--- src/rtl/display_arbiter.sv ---
// Round-robin owner arbiter for the shared 8-digit seven-segment display, with a minimum hold time.
// Optional blank interval between owners when DISPLAY_ARB_GAP_EN is defined.
module display_arbiter #(
    parameter int N_REQ       = 3,
    parameter int HOLD_CYCLES = 50_000_000,
    parameter int GAP_CYCLES  = 5_000_000
) (
    input  logic                 CLK100MHZ,
    input  logic                 reset_n,
    input  logic [N_REQ-1:0]     req,
    input  logic [32*N_REQ-1:0]  data_i,
    output logic [N_REQ-1:0]     grant,
    output logic                 owner_valid,
    output logic [6:0]           CA7,
    output logic [6:0]           CA6,
    output logic [6:0]           CA5,
    output logic [6:0]           CA4,
    output logic [6:0]           CA3,
    output logic [6:0]           CA2,
    output logic [6:0]           CA1,
    output logic [6:0]           CA0
);

    localparam int IW = (N_REQ > 2) ? 2 : 1;
    localparam int CW = $clog2(HOLD_CYCLES + 1);
    localparam logic [CW-1:0] HOLD_MAX = CW'(HOLD_CYCLES);

`ifdef DISPLAY_ARB_GAP_EN
    localparam int GW = (GAP_CYCLES > 1) ? $clog2(GAP_CYCLES) : 1;
    localparam logic [GW-1:0] GAP_LAST = (GAP_CYCLES > 1) ? GW'(GAP_CYCLES - 1) : '0;
    typedef enum logic [1:0] {IDLE, OWN, GAP} state_t;
`else
    typedef enum logic [1:0] {IDLE, OWN} state_t;
`endif

    state_t          state, state_n;
    logic [N_REQ-1:0] grant_n;
    logic [IW-1:0]   last_owner, last_n;
    logic [CW-1:0]   hold_cnt, hold_n;
`ifdef DISPLAY_ARB_GAP_EN
    logic [GW-1:0]   gap_cnt, gap_n;
`endif
    logic [N_REQ-1:0] others;
    logic [IW-1:0]   pick_any, pick_other;
    logic [31:0]     owner_data;
    logic [6:0]      ca_q [8];

    // First set bit of cand searching upward from base+1 with wrap-around.
    function automatic logic [IW-1:0] rr_pick(input logic [N_REQ-1:0] cand, input logic [IW-1:0] base);
        logic [IW-1:0] sel;
        logic          found;
        int            idx;
        sel   = '0;
        found = 1'b0;
        for (int i = 1; i <= N_REQ; i++) begin
            idx = (int'(base) + i) % N_REQ;
            if (!found && cand[idx]) begin
                found = 1'b1;
                sel   = IW'(idx);
            end
        end
        return sel;
    endfunction

    function automatic logic [N_REQ-1:0] to_onehot(input logic [IW-1:0] idx);
        logic [N_REQ-1:0] v;
        v = '0;
        v[idx] = 1'b1;
        return v;
    endfunction

    function automatic logic [6:0] seg_decode(input logic [3:0] nib);
        logic [6:0] s;
        case (nib)
            4'h0: s = 7'b0000001;
            4'h1: s = 7'b1001111;
            4'h2: s = 7'b0010010;
            4'h3: s = 7'b0000110;
            4'h4: s = 7'b1001100;
            4'h5: s = 7'b0100100;
            4'h6: s = 7'b0100000;
            4'h7: s = 7'b0001111;
            4'h8: s = 7'b0000000;
            4'h9: s = 7'b0000100;
            4'hA: s = 7'b0001000;
            4'hB: s = 7'b1100000;
            4'hC: s = 7'b0110001;
            4'hD: s = 7'b1000010;
            4'hE: s = 7'b0110000;
            default: s = 7'b0111000;
        endcase
        return s;
    endfunction

    assign others     = req & ~grant;
    assign pick_any   = rr_pick(req, last_owner);
    assign pick_other = rr_pick(others, last_owner);

    always_comb begin
        state_n = state;
        grant_n = grant;
        last_n  = last_owner;
        hold_n  = hold_cnt;
`ifdef DISPLAY_ARB_GAP_EN
        gap_n   = gap_cnt;
`endif
        case (state)
            IDLE: begin
                if (|req) begin
                    grant_n = to_onehot(pick_any);
                    last_n  = pick_any;
                    hold_n  = '0;
                    state_n = OWN;
                end
            end
            OWN: begin
                // A dropped request wins over hold expiry; both release the display.
                if (!req[last_owner] || (hold_cnt == HOLD_MAX && |others)) begin
`ifdef DISPLAY_ARB_GAP_EN
                    grant_n = '0;
                    gap_n   = '0;
                    state_n = GAP;
`else
                    if (|others) begin
                        grant_n = to_onehot(pick_other);
                        last_n  = pick_other;
                        hold_n  = '0;
                    end else begin
                        grant_n = '0;
                        state_n = IDLE;
                    end
`endif
                end else if (hold_cnt != HOLD_MAX) begin
                    hold_n = hold_cnt + 1'b1;
                end
            end
`ifdef DISPLAY_ARB_GAP_EN
            GAP: begin
                if (gap_cnt == GAP_LAST) begin
                    if (|req) begin
                        grant_n = to_onehot(pick_any);
                        last_n  = pick_any;
                        hold_n  = '0;
                        state_n = OWN;
                    end else begin
                        state_n = IDLE;
                    end
                end else begin
                    gap_n = gap_cnt + 1'b1;
                end
            end
`endif
            default: begin
                grant_n = '0;
                state_n = IDLE;
            end
        endcase
    end

    always_ff @(posedge CLK100MHZ or negedge reset_n) begin
        if (!reset_n) begin
            state      <= IDLE;
            grant      <= '0;
            last_owner <= IW'(N_REQ - 1);
            hold_cnt   <= '0;
`ifdef DISPLAY_ARB_GAP_EN
            gap_cnt    <= '0;
`endif
        end else begin
            state      <= state_n;
            grant      <= grant_n;
            last_owner <= last_n;
            hold_cnt   <= hold_n;
`ifdef DISPLAY_ARB_GAP_EN
            gap_cnt    <= gap_n;
`endif
        end
    end

    always_comb begin
        owner_data = data_i[31:0];
        for (int r = 0; r < N_REQ; r++) begin
            if (IW'(r) == last_owner) owner_data = data_i[32*r +: 32];
        end
    end

    // Segment outputs are registered so nothing from req or data_i reaches a pin combinationally.
    always_ff @(posedge CLK100MHZ or negedge reset_n) begin
        if (!reset_n) begin
            for (int k = 0; k < 8; k++) ca_q[k] <= 7'h7F;
        end else begin
            for (int k = 0; k < 8; k++) ca_q[k] <= (|grant) ? seg_decode(owner_data[4*k +: 4]) : 7'h7F;
        end
    end

    assign owner_valid = |grant;
    assign CA0 = ca_q[0];
    assign CA1 = ca_q[1];
    assign CA2 = ca_q[2];
    assign CA3 = ca_q[3];
    assign CA4 = ca_q[4];
    assign CA5 = ca_q[5];
    assign CA6 = ca_q[6];
    assign CA7 = ca_q[7];

endmodule

--- config.mk ---
export PLATFORM = sky130hd
export DESIGN_NAME = display_arbiter
export DESIGN_NICKNAME = d
export VERILOG_FILES = /design/src/rtl/display_arbiter.sv
export SDC_FILE = /design/constraint.sdc
export NUM_CORES = 1
export LEC_CHECK = 0
export ABC_AREA = 1
export ABC_CLOCK_PERIOD_IN_PS = 2060
export CORE_ASPECT_RATIO = 2
export CORE_MARGIN = 1
export CORE_UTILIZATION = 47
export DETAILED_ROUTE_END_ITERATION = 10
export GPL_ROUTABILITY_DRIVEN = 0
export PLACE_DENSITY = 0.82
export SKIP_LAST_GASP = 1
export SLEW_MARGIN = 30
export SYNTH_ARGS = -nofsm -noshare
export SYNTH_HDL_FRONTEND = slang
export SYNTH_SLANG_ARGS = --single-unit
--- constraint.sdc ---
create_clock -name CLK100MHZ -period 2.06 [get_ports CLK100MHZ]
set_input_delay 0.618 -clock CLK100MHZ [delete_from_list [all_inputs] [get_ports CLK100MHZ]]
set_output_delay 0.618 -clock CLK100MHZ [all_outputs]
set_load 0.01 [all_outputs]
==> impl_metrics.csv, run 1 <==
group,metric,value,unit
setup_path,ff2ff_path_depth,13,
yosys,ys_ff_latch,88,
drt,routed_wl,33000,um
sta,whs,0.187,ns
final_layout,fill_cells,855,
pwr,ir_drop,1220,uV
final_layout,synthToLayoutAreaGrowth,63.6,%
setup_path,critPathSlowestCell,"dfstp_2",
yosys,synth_area_per_cell,7.03,um^2
sta,hold_viol,0,
run_status,outcome,"finished, violations left",
yosys,synth_cell_types,37,
drt,num_vias,9064,
placement,dp.cells,1434,
clocking,cts_tree,"built",
drt,drc,0,
floorplanning,io_pins,161,
sta,tightest_slew,0.561,ns
final_layout,postLayoutCoreUtil,78.6,%
pwr,total_power,20.3,mW
setup_path,critical_path_class,"register to register",
setup_path,end_kind,"register",
setup_path,timing.rr.start,"last_owner[1]",
global_routing,grt_pass1_vias,8436,
yosys,synth_cells,1007,
floorplanning,die_area,0.0156,mm^2
floorplanning,fp.coreArea,0.0147,mm^2
setup_path,cp.required,2.28,ns
yosys,synth_edf_count,0,
drt,met2_length,16600,um
final_layout,fin_nets,1444,
floorplanning,start_util,48.0,%
clocking,cts_inserted_buffers,9,
run,timing.max_cap.violations,0,
setup_path,cp_top_family,"buffers and inverters",
sta,finalSetupViolCount,55,
run_status,failed_checks,"negative setup slack",
setup_path,start_kind,"register",
yosys,async_flop_share,100,%
min_path,hold_path.class,"primary input to asynchronous set/reset pin",
clocking,clk_latency,0.35,ns
clocking,clock-sinks,88,
clocking,clockBufferDepth,2,
clocking,cts_root_buffer,"clkbuf_16",
sta,maxSlewViolCount,0,
setup_path,startpoint,"last_owner[1]",
drt,top_layer_used,"met4",
setup_path,crit_cells,13,
clocking,cts_htree_levels,3,
yosys,ys_warn_count,0,
placement,dpl.hpwl,17400,um
sta,max_freq,0.397,GHz
sta,finClkSkew,0.0171,ns
global_routing,grt_start_max_net_pins,39,
yosys,seq_area_frac_synth,32.1,%
sta,layout_worst_path_cycle_share,122,%
drt,routed_via_density,6.09,
sta,finalWorstSetupSlack,-0.457,ns
final_layout,stdcell_count,1489,
floorplanning,row_count,63,
final_layout,drive_above_1_share,39.4,%
drt,met1Wirelength,10400,um
pwr,power_density,1750,mW/mm^2
setup_path,path_buf_inv,6,
global_routing,grt_use_total,33.1,%
setup_path,slowest_delay,0.54,ns
global_routing,antenna_found_initial,0,
yosys,synth_nets,1162,
drt,drtIter0Drc,915,
floorplanning,die_w,88.8,um
drt,avgRoutedWirePerCell,22.1,um
setup_path,path_cells,"inv_2 -> ha_4 -> buf_12 -> clkinv_8 -> buf_8 -> nor2_1 -> nor2_1 -> nand2_1 -> o21ai_4 -> inv_2 -> nor2_2 -> inv_1 -> o2111ai_1",
setup_path,cp_max_fo,6,
sta,max-slew-margin-rel,62.6,%
floorplanning,die_h,176,um
drt,dr.pass1.iters,5,
setup_path,r2r_end,"CA1[3]",
yosys,synth_flop_cell,"dfstp_2",
placement,numPortBuffers,160,
yosys,synth_area,0.00708,mm^2
final_layout,antenna-diode-count,0,
clocking,clk_pin_slew,0.07,ns
pwr,leakagePower,5.07,nW
sta,rsz0062_at_grt,"yes",
sta,finalCriticalPeriod,2.52,ns
drt,postRouteAntennaNets,0,
drt,wl_met3,2930,um
global_routing,overflow,0,
setup_path,reg2reg_slack,-0.46,ns
setup_path,arrival,2.74,ns
global_routing,grt_pass1_wl,39300,um
-- area by class of cell --
class	count	area, um^2	share of cell area (%)
multi-input cells	739	5280	45.6
repair buffers	297	2840	24.5
flip-flops and latches	88	2280	19.7
inverters	151	632	5.46
clock buffers	13	250	2.16
well taps	195	244	2.11
clock inverters	3	42.5	0.367
repair inverters	3	23.8	0.205
-- synth_stat cells, types with 2 or more instances --
library cell | count | share of area, %
buf_2 | 9 | 0.64
nor3_1 | 10 | 0.71
a31oi_1 | 10 | 0.88
or2_1 | 2 | 0.18
o21ai_0 | 26 | 1.8
nand3_1 | 75 | 5.3
xor2_1 | 9 | 1.1
dfrtp_1 | 31 | 11
nor2_4 | 2 | 0.32
or2_2 | 12 | 1.1
nor2_1 | 149 | 7.9
inv_1 | 130 | 6.9
nand3_2 | 7 | 0.99
clkbuf_1 | 7 | 0.37
o2111ai_1 | 8 | 0.99
o21ai_2 | 35 | 4.3
ha_1 | 54 | 9.5
a21oi_1 | 16 | 1.1
o211ai_1 | 23 | 2.4
nor3_2 | 3 | 0.42
buf_6 | 4 | 0.64
nand4_1 | 19 | 1.7
o21ai_1 | 35 | 2.5
dfstp_2 | 57 | 21
buf_4 | 7 | 0.74
inv_2 | 20 | 1.1
nand2_1 | 220 | 12
o21bai_1 | 8 | 0.85
nor2_2 | 11 | 0.97
-- how the worst max path moves through the flow --
stage,endpoint
floorplan,CA3[3]
global placement,CA5[6]
detailed placement,CA3[3]
CTS,CA6[6]
global route,CA1[3]
finish,CA1[3]
-- cells in the final DEF, fill, tap and decap left out, drive strengths merged, types with 19 or more instances in the layout --
| master | count |
|---|---|
| dfrtp | 31 |
| o211ai | 23 |
| clkdlybuf4s50 | 139 |
| nand2 | 221 |
| nand4 | 19 |
| dfstp | 57 |
| ha | 54 |
| o21ai | 96 |
| inv | 150 |
| buf | 138 |
| nand3 | 82 |
| nor2 | 162 |
-- routing by layer --
metal | track usage (%) | vias to the layer above
met3 | 4.70 | 293
met4 | 21.0 | 0
li1 | - | 3806
met5 | 0 | -
met1 | 32.7 | 4162
met2 | 61.9 | 803
-- repair_timing --
| item | 4_1_cts | 5_1_grt |
|---|---|---|
| buffers inserted | 23 | 18 |
| resized for setup | 132 | 236 |
| hold buffers | 0 | 0 |
| endpoints found under the setup margin | 62 | 93 |
| pin swaps | 37 | 86 |
| gates cloned | 1 | 2 |
-- report_power, final --
part	leakage (nW)	switching, mW	internal (mW)
combinational	3.91	9.04	6.35
clock	0.140	0.720	0.975
sequential	1.02	0.342	2.87
-- worst register-to-register path, stage by stage, from the launching register on --
cell,delay (ns)
dfstp_2,0.54
inv_2,0.05
ha_4,0.20
buf_12,0.16
clkinv_8,0.06
buf_8,0.11
nor2_1,0.05
nor2_1,0.15
nand2_1,0.16
o21ai_4,0.15
inv_2,0.13
nor2_2,0.21
inv_1,0.08
o2111ai_1,0.34
-- sequential cells by signal (all words and copies together), names as in the netlist --
register / count
CA0: 7
CA1: 7
CA2: 7
CA3: 7
CA4: 7
CA5: 7
CA6: 7
CA7: 7
grant: 3
hold_cnt: 26
last_owner: 2
state: 1
-- kinds of logic (layout without fill, tap and decap cells) --
| kind of cell | after synthesis | count (layout) | synth area share, % |
|---|---|---|---|
| buffers and inverters | 180 | 467 | 10.5 |
| AO/OA/AOI/OAI | 162 | 162 | 15.1 |
| AND/OR/NAND/NOR | 513 | 513 | 31.6 |
| XOR/XNOR | 10 | 10 | 1.24 |
| flip-flops | 88 | 88 | 32.1 |
| adder cells (fa/ha/maj) | 54 | 54 | 9.54 |
-- per-stage QoR --
step | setup TNS [ns] | area (um^2) | setup WS [ns]
global route | -15.38 | 11600 | -0.608
floorplan | -0.00213 | 7140 | -0.00213
CTS | -3.08 | 10600 | -0.144
detailed placement | -16.29 | 9610 | -0.298
global placement | -14.08 | 9610 | -0.261
finish | -11.42 | 11600 | -0.457
Power figures use the tool's default switching activity.
==> run 2, diff against run 1 <==
--- a/config.mk
+++ b/config.mk
@@ -13,8 +13,8 @@
 export DETAILED_ROUTE_END_ITERATION = 10
 export GPL_ROUTABILITY_DRIVEN = 0
 export PLACE_DENSITY = 0.82
+export RECOVER_POWER = 50
 export SKIP_LAST_GASP = 1
-export SLEW_MARGIN = 30
 export SYNTH_ARGS = -nofsm -noshare
 export SYNTH_HDL_FRONTEND = slang
 export SYNTH_SLANG_ARGS = --single-unit
==> impl_metrics.csv, run 2 (synthesis results as in run 1) <==
group,metric,value,unit
final_layout,postLayoutCoreUtil,78.4,%
min_path,hold_path.class,"register to register",
final_layout,drive_above_1_share,39.3,%
global_routing,grt_pass1_vias,8436,
final_layout,largest_register,"hold_cnt",
drt,postRouteAntennaNets,0,
floorplanning,start_util,48.0,%
placement,numPortBuffers,160,
setup_path,start_kind,"register",
pwr,total_power,20.3,mW
setup_path,cp.required,2.27,ns
run,timing.max_cap.violations,0,
sta,finalWorstSetupSlack,-0.509,ns
sta,finClkSkew,0.0182,ns
sta,max_freq,0.389,GHz
sta,max-slew-margin-rel,1.06,%
floorplanning,die_h,176,um
final_layout,final_cell_mix,"194 x nand2_1, 139 x clkdlybuf4s50_1, 109 x nor2_1",
sta,hold_viol,0,
pwr,ir_drop,1220,uV
setup_path,critical_path_class,"register to register",
clocking,clk_pin_slew,0.07,ns
clocking,cts_inserted_buffers,9,
global_routing,grt_pass1_wl,39300,um
final_layout,final_common_cell,"nand2_1",
pwr,combPwrFrac,75.8,%
global_routing,overflow,0,
drt,routed_via_density,6.10,
sta,maxSlewViolCount,0,
floorplanning,io_pins,161,
pwr,leakagePower,5.06,nW
clocking,cts_htree_levels,3,
global_routing,antenna_found_initial,0,
final_layout,antenna-diode-count,0,
global_routing,grt_start_max_net_pins,39,
drt,avgRoutedWirePerCell,22.1,um
floorplanning,die_w,88.8,um
floorplanning,fp.coreArea,0.0147,mm^2
clocking,clock-sinks,88,
min_path,hold_end,"hold_cnt[0]",
pwr,p_seq_share,15.8,%
drt,dr.pass1.iters,5,
sta,tightest_slew,1.48,ns
final_layout,stdcell_count,1489,
clocking,clk_latency,0.35,ns
sta,finalSetupViolCount,55,
drt,drc,0,
pwr,netSwitchingPower,10.1,mW
final_layout,synthToLayoutAreaGrowth,63.3,%
floorplanning,row_count,63,
setup_path,timing.rr.start,"last_owner[1]",
setup_path,reg2reg_slack,-0.51,ns
min_path,min_path_cells,2,
floorplanning,die_area,0.0156,mm^2
sta,layout_worst_path_cycle_share,125,%
placement,place_area,0.00961,mm^2
setup_path,ff2ff_path_depth,13,
pwr,power_density,1760,mW/mm^2
pwr,swShare,49.8,%
setup_path,end_kind,"register",
clocking,cts_tree,"built",
min_path,hold_start,"hold_cnt[0]",
setup_path,r2r_end,"CA1[3]",
drt,drtIter0Drc,909,
sta,finalCriticalPeriod,2.57,ns
final_layout,largest_register_ffs,26,
placement,dp.cells,1434,
placement,dpl.hpwl,17400,um
drt,num_vias,9086,
drt,routed_wl,32900,um
final_layout,fin_nets,1444,
clocking,clockBufferDepth,2,
sta,rsz0062_at_grt,"yes",
final_layout,fin_area,0.0116,mm^2
clocking,cts_root_buffer,"clkbuf_16",
pwr,power_frac_clock,8.4,%
run_status,outcome,"finished, violations left",
setup_path,arrival,2.78,ns
pwr,cell_internal_pwr,10.2,mW
setup_path,cp_max_fo,6,
run_status,failed_checks,"negative setup slack",
global_routing,grt_use_total,33.1,%
==> run 2: final cells by class <==
cell class                 instances  area (um^2)
sequential                        88         2280
inverter                         151          632
fill                             858         3180
clock inverter                     3         42.5
timing repair inverter             3         23.8
multi-input combinational        739         5280
timing repair buffer             297         2810
clock buffer                      13          250
tap                              195          244
==> run 2: worst max-delay path: stages, from the launching register on <==
cell	delay (ns)
dfstp_2	0.54
inv_2	0.05
ha_4	0.20
buf_12	0.15
clkinv_8	0.06
buf_8	0.11
nor2_1	0.05
nor2_1	0.16
nand2_1	0.16
o21ai_4	0.16
inv_2	0.14
nor2_2	0.20
inv_1	0.08
o2111ai_1	0.37
==> run 2: worst max-delay path by stage <==
stage / start / to / slack, ns / cells past startpoint
floorplan: last_owner[1] / CA3[3] / -0.002 / 12
global placement: last_owner[1] / CA5[6] / -0.26 / 12
detailed placement: data_i[13] / CA3[3] / -0.30 / 10
CTS: last_owner[1] / CA6[6] / -0.14 / 12
global route: last_owner[1] / CA1[3] / -0.61 / 13
finish: last_owner[1] / CA1[3] / -0.51 / 13
==> run 2: power by group through the flow <==
stage                     clock (mW)  sequential [mW]  combinational [mW]
after CTS                       1.67             3.16                11.4
after detailed placement           0             3.18                10.1
after global routing            1.75             3.26                16.1
final                           1.69             3.21                15.4
after global placement             0             3.17                9.87
after floorplan                    0             3.44                5.40
==> run 2: through the flow <==
stage               TNS (ns)  hold slack, ns  setup slack (ns)
detailed placement    -16.29           0.544            -0.298
floorplan           -0.00213           0.322          -0.00213
finish                -11.24           0.553            -0.509
CTS                    -3.08           0.187            -0.144
global placement      -14.08           0.533            -0.261
global route          -17.98           0.588            -0.608
==> run 2: routing by layer <==
layer / GRT usage, % / part of all wire, %
met1: 32.7 / 32
met2: 61.9 / 50
met3: 4.70 / 8.9
met4: 21.0 / 9.7
met5: 0 / 0
==> run 2: repair_timing <==
action,in CTS,in global routing
buffers inserted,23,18
pin swaps,37,86
setup endpoints to repair,62,93
cloned,1,2
hold buffers,0,0
resized for setup,132,236
==> run 3, diff against run 2 <==
--- a/config.mk
+++ b/config.mk
@@ -8,7 +8,6 @@
 export ABC_AREA = 1
 export ABC_CLOCK_PERIOD_IN_PS = 2060
 export CORE_ASPECT_RATIO = 2
-export CORE_MARGIN = 1
 export CORE_UTILIZATION = 47
 export DETAILED_ROUTE_END_ITERATION = 10
 export GPL_ROUTABILITY_DRIVEN = 0
==> results of run 3 <==
The final DEF is identical to that of run 2; final timing and power are the same.
